--- src/rtl/muldiv_pkg.sv ---
// Opcode encodings, state encodings and class-decode helpers shared by the
// HI/LO multiply/divide engine and its divider core.
package muldiv_pkg;

  localparam logic [3:0] OP_NONE  = 4'd0;
  localparam logic [3:0] OP_MULT  = 4'd1;
  localparam logic [3:0] OP_MULTU = 4'd2;
  localparam logic [3:0] OP_DIV   = 4'd3;
  localparam logic [3:0] OP_DIVU  = 4'd4;
  localparam logic [3:0] OP_MFHI  = 4'd5;
  localparam logic [3:0] OP_MFLO  = 4'd6;
  localparam logic [3:0] OP_MTHI  = 4'd7;
  localparam logic [3:0] OP_MTLO  = 4'd8;
  localparam logic [3:0] OP_MADD  = 4'd9;
  localparam logic [3:0] OP_MADDU = 4'd10;
  localparam logic [3:0] OP_MSUB  = 4'd11;
  localparam logic [3:0] OP_MSUBU = 4'd12;

  typedef enum logic [1:0] {ST_IDLE = 2'd0, ST_MUL = 2'd1, ST_DIV = 2'd2} state_e;

  function automatic logic is_mul(input logic [3:0] op);
    return (op == OP_MULT) || (op == OP_MULTU) || (op == OP_MADD) ||
           (op == OP_MADDU) || (op == OP_MSUB) || (op == OP_MSUBU);
  endfunction

  function automatic logic is_div(input logic [3:0] op);
    return (op == OP_DIV) || (op == OP_DIVU);
  endfunction

  function automatic logic is_start(input logic [3:0] op);
    return is_mul(op) || is_div(op);
  endfunction

  function automatic logic is_signed_op(input logic [3:0] op);
    return (op == OP_MULT) || (op == OP_DIV) || (op == OP_MADD) || (op == OP_MSUB);
  endfunction

endpackage

--- src/rtl/muldiv_div_core.sv ---
// Bit-serial restoring divider on unsigned magnitudes, one quotient bit per
// cycle; the load cycle already performs the first step.
module muldiv_div_core #(
  parameter int WIDTH = 32
) (
  input  logic             i_clk,
  input  logic             i_reset,
  input  logic             i_load,
  input  logic [WIDTH-1:0] i_dividend,
  input  logic [WIDTH-1:0] i_divisor,
  output logic [WIDTH-1:0] o_quo,
  output logic [WIDTH-1:0] o_rem,
  output logic             o_done
);
  localparam int CNT_W = $clog2(WIDTH + 1);

  logic [WIDTH-1:0] r_rem, r_quo, r_dvs;
  logic [CNT_W-1:0] r_cnt;
  logic             r_run;

  logic [WIDTH-1:0] w_rem_in, w_quo_in, w_dvs_in, w_rem_nxt, w_quo_nxt;
  logic [WIDTH:0]   w_trial;
  logic             w_ge;

  always_comb begin
    w_rem_in  = i_load ? '0 : r_rem;
    w_quo_in  = i_load ? i_dividend : r_quo;
    w_dvs_in  = i_load ? i_divisor : r_dvs;
    // Borrow out of the (WIDTH+1)-bit subtract means the trial did not fit.
    w_trial   = {w_rem_in, w_quo_in[WIDTH-1]} - {1'b0, w_dvs_in};
    w_ge      = ~w_trial[WIDTH];
    w_rem_nxt = w_ge ? w_trial[WIDTH-1:0] : {w_rem_in[WIDTH-2:0], w_quo_in[WIDTH-1]};
    w_quo_nxt = {w_quo_in[WIDTH-2:0], w_ge};
  end

  always_ff @(posedge i_clk or posedge i_reset) begin
    if (i_reset) begin
      r_rem <= '0;
      r_quo <= '0;
      r_dvs <= '0;
      r_cnt <= '0;
      r_run <= 1'b0;
    end else if (i_load) begin
      r_rem <= w_rem_nxt;
      r_quo <= w_quo_nxt;
      r_dvs <= i_divisor;
      r_cnt <= CNT_W'(WIDTH - 1);
      r_run <= 1'b1;
    end else if (r_cnt != '0) begin
      r_rem <= w_rem_nxt;
      r_quo <= w_quo_nxt;
      r_cnt <= r_cnt - CNT_W'(1);
    end
  end

  assign o_quo  = r_quo;
  assign o_rem  = r_rem;
  assign o_done = r_run & (r_cnt == '0);

endmodule

--- src/rtl/hilo_muldiv_engine.sv ---
// Multi-cycle multiply/divide/accumulate unit owning the HI/LO pair; EX stalls
// on o_busy and reads HI/LO back through o_rdata.
module hilo_muldiv_engine
  import muldiv_pkg::*;
#(
  parameter int WIDTH   = 32,
  parameter int MUL_LAT = 5
) (
  input  logic             i_clk,
  input  logic             i_reset,
  input  logic [3:0]       i_op,
  input  logic             i_op_valid,
  input  logic             i_cancel,
  input  logic [WIDTH-1:0] i_a,
  input  logic [WIDTH-1:0] i_b,
  output logic             o_busy,
  output logic             o_start,
  output logic [WIDTH-1:0] o_rdata,
  output logic [WIDTH-1:0] o_hi,
  output logic [WIDTH-1:0] o_lo
);
  localparam int CNT_MAX = (MUL_LAT > WIDTH) ? MUL_LAT : WIDTH;
  localparam int CNT_W   = $clog2(CNT_MAX + 1);
  localparam logic [WIDTH-1:0] MOST_NEG = {1'b1, {(WIDTH-1){1'b0}}};

  state_e             r_state, w_state_nxt;
  logic [CNT_W-1:0]   r_cnt;
  logic [3:0]         r_op;
  logic [WIDTH-1:0]   r_a, r_b, r_hi, r_lo;
  logic               r_neg_q, r_neg_r, r_dz, r_ovf;

  logic               w_busy, w_accept, w_start, w_sgn_in, w_sgn_r, w_commit;
  logic [WIDTH-1:0]   w_mag_a, w_mag_b, w_quo, w_rem, w_div_hi, w_div_lo;
  logic               w_div_done;
  logic [2*WIDTH-1:0] w_ext_a, w_ext_b, w_prod, w_mul_res;

  assign w_busy   = (r_state != ST_IDLE);
  assign w_accept = i_op_valid & ~i_cancel & ~w_busy;
  assign w_start  = w_accept & is_start(i_op);
  assign w_sgn_in = is_signed_op(i_op);
  assign w_mag_a  = (w_sgn_in & i_a[WIDTH-1]) ? -i_a : i_a;
  assign w_mag_b  = (w_sgn_in & i_b[WIDTH-1]) ? -i_b : i_b;
  assign w_commit = w_busy & (r_cnt == CNT_W'(1)) & ~i_cancel;

  muldiv_div_core #(.WIDTH(WIDTH)) u_div (
    .i_clk      (i_clk),
    .i_reset    (i_reset),
    .i_load     (w_start & is_div(i_op)),
    .i_dividend (w_mag_a),
    .i_divisor  (w_mag_b),
    .o_quo      (w_quo),
    .o_rem      (w_rem),
    .o_done     (w_div_done)
  );

  // Sign-extend to 2*WIDTH so one truncated multiply serves both signednesses.
  assign w_sgn_r = is_signed_op(r_op);
  assign w_ext_a = {{WIDTH{w_sgn_r & r_a[WIDTH-1]}}, r_a};
  assign w_ext_b = {{WIDTH{w_sgn_r & r_b[WIDTH-1]}}, r_b};
  assign w_prod  = w_ext_a * w_ext_b;

  always_comb begin
    w_mul_res = w_prod;
    if (r_op == OP_MADD || r_op == OP_MADDU)
      w_mul_res = {r_hi, r_lo} + w_prod;
    else if (r_op == OP_MSUB || r_op == OP_MSUBU)
      w_mul_res = {r_hi, r_lo} - w_prod;
  end

  always_comb begin
    w_div_lo = r_neg_q ? -w_quo : w_quo;
    w_div_hi = r_neg_r ? -w_rem : w_rem;
    if (r_dz) begin
      w_div_lo = '1;
      w_div_hi = r_a;
    end else if (r_ovf) begin
      w_div_lo = MOST_NEG;
      w_div_hi = '0;
    end
  end

  always_ff @(posedge i_clk or posedge i_reset) begin
    if (i_reset) r_state <= ST_IDLE;
    else         r_state <= w_state_nxt;
  end

  always_comb begin
    w_state_nxt = r_state;
    case (r_state)
      ST_IDLE: if (w_start) w_state_nxt = is_mul(i_op) ? ST_MUL : ST_DIV;
      ST_MUL, ST_DIV: if (i_cancel || r_cnt == CNT_W'(1)) w_state_nxt = ST_IDLE;
      default: w_state_nxt = ST_IDLE;
    endcase
  end

  always_ff @(posedge i_clk or posedge i_reset) begin
    if (i_reset) begin
      r_cnt   <= '0;
      r_op    <= OP_NONE;
      r_a     <= '0;
      r_b     <= '0;
      r_neg_q <= 1'b0;
      r_neg_r <= 1'b0;
      r_dz    <= 1'b0;
      r_ovf   <= 1'b0;
    end else if (!w_busy) begin
      if (w_start) begin
        r_cnt   <= is_mul(i_op) ? CNT_W'(MUL_LAT) : CNT_W'(WIDTH);
        r_op    <= i_op;
        r_a     <= i_a;
        r_b     <= i_b;
        r_neg_q <= w_sgn_in & (i_a[WIDTH-1] ^ i_b[WIDTH-1]);
        r_neg_r <= w_sgn_in & i_a[WIDTH-1];
        r_dz    <= (i_b == '0);
        r_ovf   <= w_sgn_in & (i_a == MOST_NEG) & (i_b == '1);
      end
    end else if (i_cancel) begin
      r_cnt <= '0;
    end else begin
      r_cnt <= r_cnt - CNT_W'(1);
    end
  end

  always_ff @(posedge i_clk or posedge i_reset) begin
    if (i_reset) begin
      r_hi <= '0;
      r_lo <= '0;
    end else if (w_commit && r_state == ST_MUL) begin
      {r_hi, r_lo} <= w_mul_res;
    end else if (w_commit && r_state == ST_DIV && w_div_done) begin
      r_hi <= w_div_hi;
      r_lo <= w_div_lo;
    end else if (w_accept && i_op == OP_MTHI) begin
      r_hi <= i_a;
    end else if (w_accept && i_op == OP_MTLO) begin
      r_lo <= i_a;
    end
  end

  always_comb begin
    o_rdata = '0;
    if (i_op == OP_MFHI)      o_rdata = r_hi;
    else if (i_op == OP_MFLO) o_rdata = r_lo;
  end

  assign o_busy  = w_busy;
  assign o_start = w_start;
  assign o_hi    = r_hi;
  assign o_lo    = r_lo;

endmodule

--- config.mk ---
export PLATFORM = sky130hd
export DESIGN_NAME = hilo_muldiv_engine
export DESIGN_NICKNAME = d
export VERILOG_FILES = /design/src/rtl/muldiv_pkg.sv /design/src/rtl/muldiv_div_core.sv /design/src/rtl/hilo_muldiv_engine.sv
export SDC_FILE = /design/constraint.sdc
export NUM_CORES = 2
export LEC_CHECK = 0
export BUFFER_PORTS_ARGS = -buffer_cell sky130_fd_sc_hd__buf_2
export CAP_MARGIN = 20
export CORE_MARGIN = 2
export CORE_UTILIZATION = 30
export CTS_CLUSTER_DIAMETER = 200
export DETAILED_ROUTE_END_ITERATION = 8
export PLACE_DENSITY = 0.44
export SETUP_SLACK_MARGIN = 0.15
export SLEW_MARGIN = 40
export SYNTH_ARGS = -nofsm -noshare
export SYNTH_HDL_FRONTEND = slang
export SYNTH_SLANG_ARGS = --single-unit
export TNS_END_PERCENT = 50
--- constraint.sdc ---
create_clock -name i_clk -period 10.9 [get_ports i_clk]
set_clock_uncertainty 0.2 [all_clocks]
set_input_delay 2.18 -clock i_clk [delete_from_list [all_inputs] [get_ports i_clk]]
set_output_delay 2.18 -clock i_clk [all_outputs]
set_load 0.02 [all_outputs]
Word-level counts from Yosys, hierarchy flattened --
Cells that the tools add are included. Widths: inputs -> output; s select.
Storage, ports and cells: flip-flop bits (word level) 247, input port bits 72, bits in writable memories 0, output and inout port bits 98, bits in read-only memories 0, memories 0, latch bits 0
Operators by class: equal/unequal tests 26, shifts and indexed selects 0, mux-type cells 37, magnitude comparators 0, reductions and logical operators 34, div/mod/pow operators 0, bitwise gates (word level) 18, add/sub/neg operators 9, multiply operators 1
Operator list (number):
- $mux 32 | 25
- $mux 64 | 2
- $neg 32->32 | 4
- $add 64x64->64 | 1
- $eq 32x32->1 const B | 2
- $mul 33x33->64 | 1
- $sub 64x64->64 | 1
- $eq 4x4->1 const B | 9
- $mux 6 | 6
- $sub 33x32->33 | 1
- $logic_not 32->1 | 1
- $eq 4x3->1 const B | 4
- $logic_or 1x1->1 | 16
- $and 1x1->1 | 14
- $eq 4x2->1 const B | 3
- $sub 6x1->6 const B | 2
- $eq 4x1->1 const B | 2
- $eq 6x1->1 const B | 1
- $logic_not 6->1 | 1
- $mux 2 | 3
- $reduce_and 2->1 | 3
- $reduce_bool 2->1 | 3
- $reduce_bool 3->1 | 2
- $reduce_bool 6->1 | 1
- other kinds (10) | 17

Logic depth before layout (Yosys ltp) --
depth in word-level cells 14, depth in mapped cells 44, depth with buffers taken out 43

Modules after synthesis --
Synthesis repeated with hierarchy kept, for this count alone.
Unflattened totals: cells, all modules 7355, area, all modules 61948.2 um^2
By module, submodules not included:
- hilo_muldiv_engine | cells an instance 6673, sequential area each 3603.5 um^2, instances 1, area an instance 55620.8 um^2
- muldiv_div_core | cells an instance 682, sequential area each 2577.5 um^2, instances 1, area an instance 6327.3 um^2

Worst setup path before layout --
OpenSTA, ideal clock, no wires.
path kind reg2reg, from register r_op[0], to register r_hi[30] (netlist: o_hi[30]), buffers on the path 1, data arrival time 9.867 ns, required time 10.568 ns, period minus slack after synthesis 10.199 ns, setup slack 0.701 ns, setup time 0.132 ns, stages on the path, launching flop included 39, path through dfrtp_1 > nor2b_1 > and2_1 > clkbuf_1 > nand2_1 > inv_1 > fa_1 > fa_1 > fa_1 > inv_1 > fa_1 > fa_1 > fa_1 > fa_1 > fa_1 > inv_1 > ha_1 > nand3_1 > [3 not listed] > a2111oi_0 > nand2_1 > a21o_1 > a21o_1 > a311oi_1 > xor2_1 > inv_1 > ha_1 > and2_1 > and3_1 > and3_1 > a21oi_1 > o21bai_1 > a41o_1 > a221oi_1 > xnor2_1 > a221oi_1 > a21oi_1
On the way: word-level cells in the longest chain between the ends 10
Ends and longest elaborated chain:
- start: declaration | RTL line hilo_muldiv_engine.sv:28 | logic [3:0] r_op;
- start signal: assignment | RTL line hilo_muldiv_engine.sv:109 | r_op <= i_op;
- $eq 4x1->1 or $eq 4x2->1 (tied branches) | RTL line muldiv_pkg.sv:35 | return (op == OP_MULT) || (op == OP_DIV) || (op == OP_MADD) || (op == OP_MSUB);
- $logic_or 1x1->1 (3 in series) | RTL line muldiv_pkg.sv:35
- $and 1x1->1, on equally long branches | RTL line hilo_muldiv_engine.sv:58, hilo_muldiv_engine.sv:59
- $mul 33x33->64 | RTL line hilo_muldiv_engine.sv:60 | assign w_prod = w_ext_a * w_ext_b;
- $sub 64x64->64 | RTL line hilo_muldiv_engine.sv:67 | w_mul_res = {r_hi, r_lo} - w_prod;
- $mux 64 | RTL line hilo_muldiv_engine.sv:66 | else if (r_op == OP_MSUB || r_op == OP_MSUBU)
- $mux 64 * | RTL line hilo_muldiv_engine.sv:64 | if (r_op == OP_MADD || r_op == OP_MADDU)
- $mux 32 * | RTL line hilo_muldiv_engine.sv:128 | end else if (w_commit && r_state == ST_MUL) begin
- end signal: assignment | RTL line hilo_muldiv_engine.sv:129 | {r_hi, r_lo} <= w_mul_res;
- end signal: assignment | RTL line hilo_muldiv_engine.sv:131 | r_hi <= w_div_hi;
- end signal: assignment | RTL line hilo_muldiv_engine.sv:134 | r_hi <= i_a;
- end: declaration | RTL line hilo_muldiv_engine.sv:29 | logic [WIDTH-1:0] r_a, r_b, r_hi, r_lo;
Mark *: on every way between the ends. The rest lies on a longest branch, timed or not. A chain may end at the register's enable or synchronous reset.

Final worst setup path --
from register r_b[0], to register r_hi[17] (netlist: o_hi[17])
On the way: word-level cells in the longest chain between the ends 5
Ends and longest elaborated chain:
- start: declaration | RTL line hilo_muldiv_engine.sv:29
- start signal: assignment | RTL line hilo_muldiv_engine.sv:111 | r_b <= i_b;
- $mul 33x33->64 * | RTL line hilo_muldiv_engine.sv:60
- $sub 64x64->64 | RTL line hilo_muldiv_engine.sv:67
- $mux 64 | RTL line hilo_muldiv_engine.sv:66
- $mux 64 * | RTL line hilo_muldiv_engine.sv:64
- $mux 32 * | RTL line hilo_muldiv_engine.sv:128
Marks and branches as above.

==> metrics.yaml <==
clock_tree:
  cts_tree: "built"
  htreeDepth: 2
  cts_buffers: 37
  clkTransAtPathRegs_ps: 60
  cts.sink_count: 247
  clk_path_buf_depth: 3
  clk_latency_ps: 570
  cts_root_buf: "clkbuf_16"
floorplanning:
  initial_core_util: 0.3026
  die_h_um: 458.8
  io_pins: 170
  core_area_sq_mm: 0.2050
  rows: 166
  die_w_um: 458.8
  dieArea_sq_mm: 0.2105
global_route:
  grt_start_max_net_pins: 103
  grt_pass1_wl_mm: 368.5
  grt_overflow: 0
  grt_pass1_vias: 56290
  grt_antenna_before_repair: 7
  grtUsageTotal: 0.2310
synth:
  synth_top_area_share: 0.3640
  synth_compound_area_frac: 0.1413
  yosys-mux-area-fraction: 0.005647
  netlist_instances: 7466
  synth.most_common_cell: "nand2_1"
  ys_types: 89
  yosys_most_used_dff: "dfrtp_1"
  yosysSeqAreaShare: 0.09963
  netlist_area_sq_mm: 0.06204
  post-synth-top-area-cell: "fa_1"
  synth-edff-count: 0
  ys_warn_count: 0
  synthAdderAreaFrac: 0.4418
  ys_async_sr_fraction: 1.000
  synth_top_family_by_area: "adder cells"
  avgSynthCellArea_sq_um: 8.310
  synth_commonest_cells: "nand2_1, inv_1, fa_1"
  yosys_register_bits: 247
  synthXorXnorAreaFrac: 0.03628
  synth_nets: 9052
  synth_top_cells_by_area: "fa_1, dfrtp_1, ha_1"
  yosys.area_share.simple: 0.1691
setup_path:
  critPathCaptureType: "flop"
  critical_path_class: "flop to flop"
  crit_top_cell: "fa_1"
  slowest_stage: "fa_1"
  cp.required_ps: 11130
  path_max_fanout: 23
  crit_arrival_ps: 10650
  r2r_slack_ps: 480
  cp_slowest_stage_delay_ps: 550
  crit_path_start_kind: "flop"
hold_path:
  hold_class: "flop to flop"
final_layout:
  stdcell_area_sq_mm: 0.07100
  area_growth_syn_to_layout_pct: 14.44
  drive_above_1_share: 0.1150
  nets: 9246
  post-route-util: 0.3463
placed_design:
  io_buffers: 169
  gp_congestion: 0.9402
  dpl_cell_area_sq_mm: 0.06872
  place_ws_ps: -336.6
  dp_hpwl_mm: 196.7
job:
  drv_cap: 0
sta:
  worstMarginPinSlew_ps: 903.0
  grt_setup_unrepaired: "yes"
  tns_ps: 0
  timing.final.ws_setup_ps: 479.6
  hold_viol: 0
  max_slew_margin: 0.3973
  setup_viol_count_final: 0
  slew_violations: 0
  fin_crit_ps: 10420
  fmax_ghz: 0.09597
  min_period_over_period: 0.9560
detailed_routing:
  drtPass1Iterations: 6
  wl_mm: 243.6
  detail_route.wl_per_cell_um: 23.47
  dr.first_iter.drc_count: 3814
  postRouteAntennaNets: 0
  vias: 53690
  drt_drc_violations_left: 0
  vias_per_cell: 5.173
run_status:
  status: "finished, final reports clean"
[logic make-up after synthesis]
kind of cell / Yosys count
AO/OA/AOI/OAI: 1334
multiplexers: 35
buffers and inverters: 1753
XOR/XNOR: 257
adder cells (fa/ha/maj): 1514
AND/OR/NAND/NOR: 2326
flip-flops: 247
[cell type report]
type / instances / area (sq um)
fill: 21410 / 134000
multi-input combinational: 5466 / 50070
sequential: 247 / 6186
timing repair buffer: 638 / 5319
inverter: 1270 / 4791
tap: 2688 / 3363
clock buffer: 54 / 1100
clock inverter: 12 / 156.4
antenna: 4 / 10.01
[sequential cells by signal, summed over array words and instances (netlist names)]
register     flops
r_dz             1
u_div.o_quo     32
r_neg_q          1
o_lo            32
u_div.r_run      1
r_op             4
o_hi            32
u_div.r_cnt      6
r_state          2
r_ovf            1
r_cnt            6
r_b             32
r_neg_r          1
r_a             32
u_div.o_rem     32
u_div.r_dvs     32
[cells in the final DEF (no fill, tap or decap), types with 53 or more instances in the layout]
| cell | instances |
|---|---|
| nor3_1 | 67 |
| a31oi_1 | 68 |
| and2_1 | 313 |
| nand3_1 | 57 |
| dfrtp_1 | 243 |
| xor2_1 | 100 |
| o31ai_1 | 53 |
| buf_2 | 170 |
| ha_1 | 371 |
| inv_1 | 1261 |
| nor2_1 | 319 |
| a21o_1 | 88 |
| xnor2_1 | 146 |
| a21oi_1 | 333 |
| fa_1 | 1122 |
| o21ai_0 | 213 |
| a221oi_1 | 58 |
| buf_4 | 387 |
| buf_12 | 67 |
| nand2_1 | 1262 |
| o21ai_1 | 56 |
[critical path, delay by kind of cell (launching register included)]
family	cells	cell delay [ps]
AO/OA/AOI/OAI	10	2050
XOR/XNOR	1	240
adder cells (fa/ha/maj)	10	4640
buffers and inverters	11	1120
flip-flops	1	390
AND/OR/NAND/NOR	8	1660
[path summary, 6_finish.rpt]
check / startpoint / end / cells past startpoint
setup reg to reg: r_b[0] / o_hi[17] / 40
hold / removal: u_div.r_dvs[24] / u_div.r_dvs[24] / 2
max in group asynchronous: i_reset / r_a[10] / 4
min in group asynchronous: i_reset / r_a[20] / 2
setup / recovery: r_b[0] / o_hi[17] / 40
hold reg to reg: u_div.r_dvs[24] / u_div.r_dvs[24] / 2
[what timing repair did]
item                                    in CTS  in global routing
gates cloned                                 0                  3
pin swaps                                    0                 39
hold buffers                                 0                  0
resized for setup                           12                144
buffers inserted                             3                 21
endpoints found under the setup margin      15                 28
[per-layer routing]
layer / share of wire / track usage
met5: 0 / 0
met4: 0.027 / 0.05316
met3: 0.046 / 0.02268
met2: 0.49 / 0.3977
met1: 0.44 / 0.3114
[through the flow]
stage	std cells	hold slack (ps)
after floorplan	7466	240.7
after global placement	10280	274.7
after CTS	10350	294.7
after global routing	10380	323.4
after detailed placement	10280	281.7
final	10380	292.9
Power is left out: the tool's default activity adds up to more than one toggle a clock period on the data nets, which glitch-free logic cannot reach.
